**src/rtl/gray_pkg.sv**
```systemverilog
// ----------------------------------------------------------------------------
// gray_pkg
// Shared types and helpers for 4-bit Gray-code handling.
//   nibble_t   : 4-bit Gray or binary value
//   gray2bin   : Gray -> natural binary (MSB passes through, each lower bit is
//                the XOR of itself with every more significant Gray bit)
//   popcount4  : number of set bits in a nibble (0..4)
// ----------------------------------------------------------------------------
package gray_pkg;

    typedef logic [3:0] nibble_t;

    // Running XOR from the MSB down: b[i] = g[3] ^ g[2] ^ ... ^ g[i].
    function automatic nibble_t gray2bin(input nibble_t g);
        nibble_t b;
        logic    acc;
        b   = '0;
        acc = 1'b0;
        for (int i = 3; i >= 0; i--) begin
            acc  = acc ^ g[i];
            b[i] = acc;
        end
        return b;
    endfunction

    function automatic logic [2:0] popcount4(input nibble_t v);
        logic [2:0] cnt;
        cnt = '0;
        for (int i = 0; i < 4; i++) begin
            cnt = cnt + {2'b00, v[i]};
        end
        return cnt;
    endfunction

endpackage

```
**src/rtl/gray_to_binary.sv**
```systemverilog
// ----------------------------------------------------------------------------
// gray_to_binary
// 4-bit Gray-code to natural-binary decoder with a registered copy of the
// result and an optional Gray-adjacency checker.
//
// Parameters
//   CHECK_EN  1 = adjacency checker active, 0 = step_err tied low
//
// Ports
//   clk        in   system clock, rising edge
//   rst        in   asynchronous, active-high reset
//   s3..s0     in   Gray input, s3 is MSB
//   vld        in   sample strobe for the clocked path
//   clr_err    in   synchronous clear of step_err
//   b3..b0     out  combinational binary decode, b3 is MSB
//   b_q        out  registered {b3,b2,b1,b0}, captured on vld
//   vld_q      out  b_q valid, one cycle after vld
//   step_err   out  sticky flag: two consecutive valid samples differed in
//                   more than one bit
// ----------------------------------------------------------------------------
module gray_to_binary
    import gray_pkg::*;
#(
    parameter bit CHECK_EN = 1'b1
) (
    input  logic       clk,
    input  logic       rst,
    input  logic       s3,
    input  logic       s2,
    input  logic       s1,
    input  logic       s0,
    input  logic       vld,
    input  logic       clr_err,
    output logic       b3,
    output logic       b2,
    output logic       b1,
    output logic       b0,
    output logic [3:0] b_q,
    output logic       vld_q,
    output logic       step_err
);

    nibble_t gray;
    nibble_t bin;

    // Decode path: pure combinational, no dependence on clk or rst.
    assign gray          = {s3, s2, s1, s0};
    assign bin           = gray2bin(gray);
    assign {b3, b2, b1, b0} = bin;

    // Clocked path: registered result plus the history needed by the checker.
    nibble_t b_q_reg;
    logic    vld_q_reg;
    nibble_t prev_gray_reg;
    logic    prev_valid_reg;

    always_ff @(posedge clk or posedge rst) begin
        if (rst) begin
            b_q_reg        <= '0;
            vld_q_reg      <= 1'b0;
            prev_gray_reg  <= '0;
            prev_valid_reg <= 1'b0;
        end else begin
            vld_q_reg <= vld;
            if (vld) begin
                b_q_reg        <= bin;
                prev_gray_reg  <= gray;
                prev_valid_reg <= 1'b1;
            end
        end
    end

    assign b_q   = b_q_reg;
    assign vld_q = vld_q_reg;

    generate
        if (CHECK_EN) begin : g_check
            logic step_err_reg;
            logic jump;

            // Only compare against a sample taken since the last reset; the
            // first sample has no predecessor and is always accepted.
            assign jump = vld && prev_valid_reg &&
                          (popcount4(prev_gray_reg ^ gray) >= 3'd2);

            // A new error takes priority over a simultaneous clear so that
            // an illegal jump is never lost.
            always_ff @(posedge clk or posedge rst) begin
                if (rst) begin
                    step_err_reg <= 1'b0;
                end else if (jump) begin
                    step_err_reg <= 1'b1;
                end else if (clr_err) begin
                    step_err_reg <= 1'b0;
                end
            end

            assign step_err = step_err_reg;
        end else begin : g_no_check
            logic unused_check_inputs;
            assign unused_check_inputs = ^{clr_err, prev_gray_reg, prev_valid_reg};
            assign step_err = 1'b0;
        end
    endgenerate

endmodule

```
**config.mk**
```make
export PLATFORM = sky130hd
export DESIGN_NAME = gray_to_binary
export DESIGN_NICKNAME = d
export VERILOG_FILES = /design/src/rtl/gray_pkg.sv /design/src/rtl/gray_to_binary.sv
export SDC_FILE = /design/constraint.sdc
export NUM_CORES = 1
export LEC_CHECK = 0
export CORE_AREA = 5 5 42 44
export DETAILED_ROUTE_END_ITERATION = 16
export DIE_AREA = 0 0 47 49
export GPL_TIMING_DRIVEN = 0
export PLACE_DENSITY = 0.65
export SLEW_MARGIN = 20
export SYNTH_ARGS = -nofsm -noshare
export SYNTH_HDL_FRONTEND = slang
export SYNTH_SLANG_ARGS = --single-unit
```
**constraint.sdc**
```tcl
create_clock -name clk -period 1.6 [get_ports clk]
set_input_delay 0.32 -clock clk [delete_from_list [all_inputs] [get_ports clk]]
set_output_delay 0.32 -clock clk [all_outputs]
set_load 0.05 [all_outputs]
```
==> Word level (Yosys, flattened, before mapping) <==
Index checks and enable logic that the tools add are counted.
{ "totals": {"reg_bits": 11, "input_bits": 8, "out_inout_bits": 10, "elab_cells": 18} }
{ "classes": {"n_addsub": 3, "order_cmp": 1, "n_mux": 2, "n_bitwise": 4, "n_reduce_logical": 3} }
{ "op_table": {"columns": ["op", "n"], "rows": [
  ["$xor A4 B4 Y4", 1],
  ["$add A2 B1 Y3", 1],
  ["$add A3 B1 Y3", 1],
  ["$ge A3 B2 Y1 const B", 1],
  ["$xor A1 B1 Y1", 3],
  ["$add A1 B1 Y2", 1],
  ["$logic_and A1 B1 Y1", 2],
  ["$mux W1", 2],
  ["$reduce_bool A2 Y1", 1]
]} }

==> Depth between registers and ports, before layout <==
{ "depth": {"ltp_word": 7, "ltp_mapped": 4, "depth_no_buf": 4} }

==> Least setup slack after synthesis <==
OpenSTA, ideal clock, no wires.
{ "synth_timing": {"path_kind": "input to register", "startpoint": "input port s3", "endpoint": "register b_q_reg[0] (netlist: b_q[0])", "setup_time_ns": 0.067, "arrival_time_ns": 1.718, "required_ns": 1.533, "path_slack_ns": -0.185, "stages": 3, "n_path_buf": 0, "cell_sequence": "xor3_2 > xor2_2 > mux2_4"} }
{ "synth_via": {"elab_chain_cells": 3} }
{ "synth_lines": {"columns": ["item", "line_no", "rtl"], "rows": [
  ["from (decl)", "gray_to_binary.sv:28", "input logic s3,"],
  ["$xor A1 B1 Y1 (3 in series)", "gray_pkg.sv:20", "acc = acc ^ g[i];"],
  ["net b0", "gray_to_binary.sv:37", "output logic b0,"],
  ["to (signal assigned)", "gray_to_binary.sv:66", "b_q_reg <= bin;"],
  ["to (decl)", "gray_to_binary.sv:52", "nibble_t b_q_reg;"]
]} }
The timed path passes the listed nets, and every way through them passes these cells.
A chain may end at the register's enable or synchronous reset.

==> Final worst setup path <==
{ "layout_timing": {"startpoint": "input port s2", "endpoint": "output port b0"} }
{ "layout_via": {"elab_chain_cells": 3} }
{ "layout_lines": {"columns": ["item", "line_no", "rtl"], "rows": [
  ["from (decl)", "gray_to_binary.sv:29", "input logic s2,"],
  ["$xor A1 B1 Y1 (3 in series)", "gray_pkg.sv:20", null],
  ["to (decl)", "gray_to_binary.sv:37", null]
]} }
Every way passes these cells.

==> results.tsv <==
stage	metric	value	unit
logic_synthesis	cells after synthesis	33	
logic_synthesis	Netlist cell types	14	
logic_synthesis	Seq cells post-synth	10	
critical_path	Required @ worst endpoint	1.28	ns
logic_synthesis	Post-Syn Area per Cell	14.7	µm²
critical_path	dominant delay contributor by cell family on the critical path	XOR/XNOR gates	
critical_path	CP bufs+invs	2	
timing	unrepaired setup endpoints after global routing	yes	
place	Placer Congestion	0.644	
routing	DRT antenna net count	0	
final_layout	Largest register FFs	4	
final_layout	commonest non-fill, non-tap cell in the layout	dfrtp_1	
cts	number of CTS-inserted buffers	3	
critical_path	CP Class	in -> out	
routing	Vias	319	
die	width of the die	47	µm
global_routing	largest net degree at the start of global routing	11	
critical_path	critical path cell sequence	buf_8, xor3_2, xor2_4, buf_6	
cts	hold_buf cts	0	
final_layout	share of cells above drive strength 1	0.500	
routing	Pre-antenna DRT Iters	4	
timing	Worst Tran Pin Value	0.490	ns
global_routing	GR Util met2	0.122	
timing	Final Hold Violating Endpoints	0	
routing	DRT iter0 DRCs	1	
final_layout	synthesis-to-layout area growth	52.8	%
cts	CTS tree	built	
logic_synthesis	Ys Warns	0	
place	HPWL Detailed	633	µm
hold_path	HP Class	in -> reg	
die	Initial Util	0.346	
timing	clk_skew	0.00123	ns
global_routing	GRT busiest layer	met2	
pwr	Leakage	0.342	nW
pwr	clock power share	0.252	
global_routing	initial antenna violation count	0	
final_layout	most frequent cells in the layout	10 x dfrtp_1, 6 x mux2_2, 5 x dlygate4sd2_1	
die	Die ar.	0.00230	mm²
final_layout	fin nets	66	
routing	WL/cell	11.2	µm
timing	Max Slew Vio Count	0	
cts	clock sink count	10	
die	Die H	49	µm
cts	# H-tree levels	1	
logic_synthesis	Syn Std Cell Area	485	µm²
cts	CTS Buffer Depth	2	
cts	root buf cell	clkbuf_4	
pwr	Sw Pwr	0.315	mW
global_routing	vias in the first global route	331	
final_layout	number of diodes	0	
logic_synthesis	sequential share of the synthesized area	0.515	
critical_path	nature of the critical path endpoint	primary output	
place	worst slack at placement	-1.14	ns
timing	Fmax achieved	623	MHz
timing	worst relative slew slack	0.675	
die	# rows	14	
critical_path	Crit Path Max Fanout	4	
timing	period utilization	1.00	
global_routing	GRT overflow	0	
place	PortBufs	17	
timing	Worst Slack Setup Final	-0.00531	ns
pwr	Max VDD drop	0.626	mV
die	IO Pins	18	
cts	Clock Latency Late Sink	0.26	ns
final_layout	layout filler cell count	128	
critical_path	CP max stage delay	0.50	ns
critical_path	Worst EP arrival	1.29	ns
cts	clk slew on worst S/H paths	0.07	ns
routing	Avg Vias per Cell	4.43	
pwr	cell-internal power	0.565	mW
outcome	failing checks	setup timing	
timing	Final min period	1.61	ns
global_routing	met1 GRT Util	0.104	
flow_run	max-cap viol count	0	
routing	DRC	0	
critical_path	nature of the critical path startpoint	input port	
pwr	Logic pwr share	0.403	
pwr	Sw Ratio	0.358	
global_routing	total track usage	0.0808	
timing	setup violators final	1	
logic_synthesis	Net Count, Synth	42	
routing	final wirelength	807	µm
outcome	status	finished, violations left	
die	placeable core area	0.00140	mm²
global_routing	first-pass GRT wire length	1390	µm
pwr	Reg power frac	0.345	
timing	setup tns final	-0.00531	ns
global_routing	met3 Use GR	0.0406	
pwr	pwr dens	1190	mW/mm²
critical_path	Worst path slowest cell	xor3_2	
## cell families after synthesis
kind of cell	share of synthesized area
compound gates	0.0309
xor+xnor	0.175
fa+ha+maj	0.0412
buf+inv	0.0541
flops	0.515
mux	0.170
simple gates	0.0129
## synthesized netlist by cell type
master | number | area share
a32o_1 | 1 | 0.021
buf_4 | 2 | 0.031
clkbuf_1 | 1 | 0.0077
dfrtp_1 | 10 | 0.52
fa_1 | 1 | 0.041
inv_1 | 2 | 0.015
mux2_2 | 6 | 0.14
mux2_4 | 1 | 0.031
o21ai_0 | 1 | 0.010
or2_2 | 1 | 0.013
xnor2_1 | 4 | 0.072
xor2_1 | 1 | 0.018
xor2_2 | 1 | 0.034
xor3_2 | 1 | 0.052
## path summary, 6_finish.rpt
check                                                   from                            to  slack (ns)  cells past startpoint
worst min register to register    prev_valid_reg$_DFFE_PP0P_    prev_valid_reg$_DFFE_PP0P_        0.48                      1
min in group asynchronous                                rst            b_q[3]$_DFFE_PP0P_        0.33                      2
worst max-delay path                                      s2                            b0      -0.005                      4
worst min-delay path                                      s2  prev_gray_reg[2]$_DFFE_PP0P_        0.31                      2
worst max register to register  prev_gray_reg[0]$_DFFE_PP0P_          step_err$_DFFE_PP0P_        0.06                      4
max in group asynchronous                                rst  prev_gray_reg[1]$_DFFE_PP0P_        1.00                      2
## per-layer routing
metal | vias to the layer above | share of wire
li1 | 157 | -
met1 | 155 | 0.41
met2 | 7 | 0.51
met3 | 0 | 0.078
met4 | 0 | 0
met5 | - | 0
## cell type report
| class | count | area [µm²] | area share |
|---|---|---|---|
| Clock buffer | 4 | 36.3 | 0.0489 |
| Multi-Input combinational cell | 18 | 235 | 0.317 |
| Sequential cell | 10 | 250 | 0.337 |
| Buffer | 3 | 18.8 | 0.0253 |
| Inverter | 2 | 7.51 | 0.0101 |
| Timing Repair Buffer | 19 | 174 | 0.234 |
| Tap cell | 16 | 20.0 | 0.0270 |
## what timing repair did
item                                    in CTS  in global routing
setup buffers                                0                  2
resized for setup                           32                 18
endpoints found under the setup margin      12                  6
pin swaps                                    1                  2
hold endpoints to repair                     0                  0
## power by group through the flow
stage,combinational [mW],sequential (mW),clock [mW]
after floorplan,0.154,0.389,0
after global placement,0.348,0.307,0
after detailed placement,0.351,0.309,0
after CTS,0.333,0.303,0.227
after global routing,0.374,0.309,0.243
final,0.354,0.304,0.222
## metrics by stage
stage | area, µm² | cells | util | total power [mW] | hold WS (ns)
after global routing | 742 | 72 | 0.529 | 0.926 | 0.306
after detailed placement | 687 | 66 | 0.490 | 0.660 | 0.468
after floorplan | 497 | 33 | - | 0.543 | 0.160
after global placement | 687 | 66 | 0.490 | 0.655 | 0.460
final | 742 | 72 | 0.529 | 0.880 | 0.309
after CTS | 718 | 70 | 0.513 | 0.864 | 0.336
No activity file was read; power rests on OpenSTA's default activity.
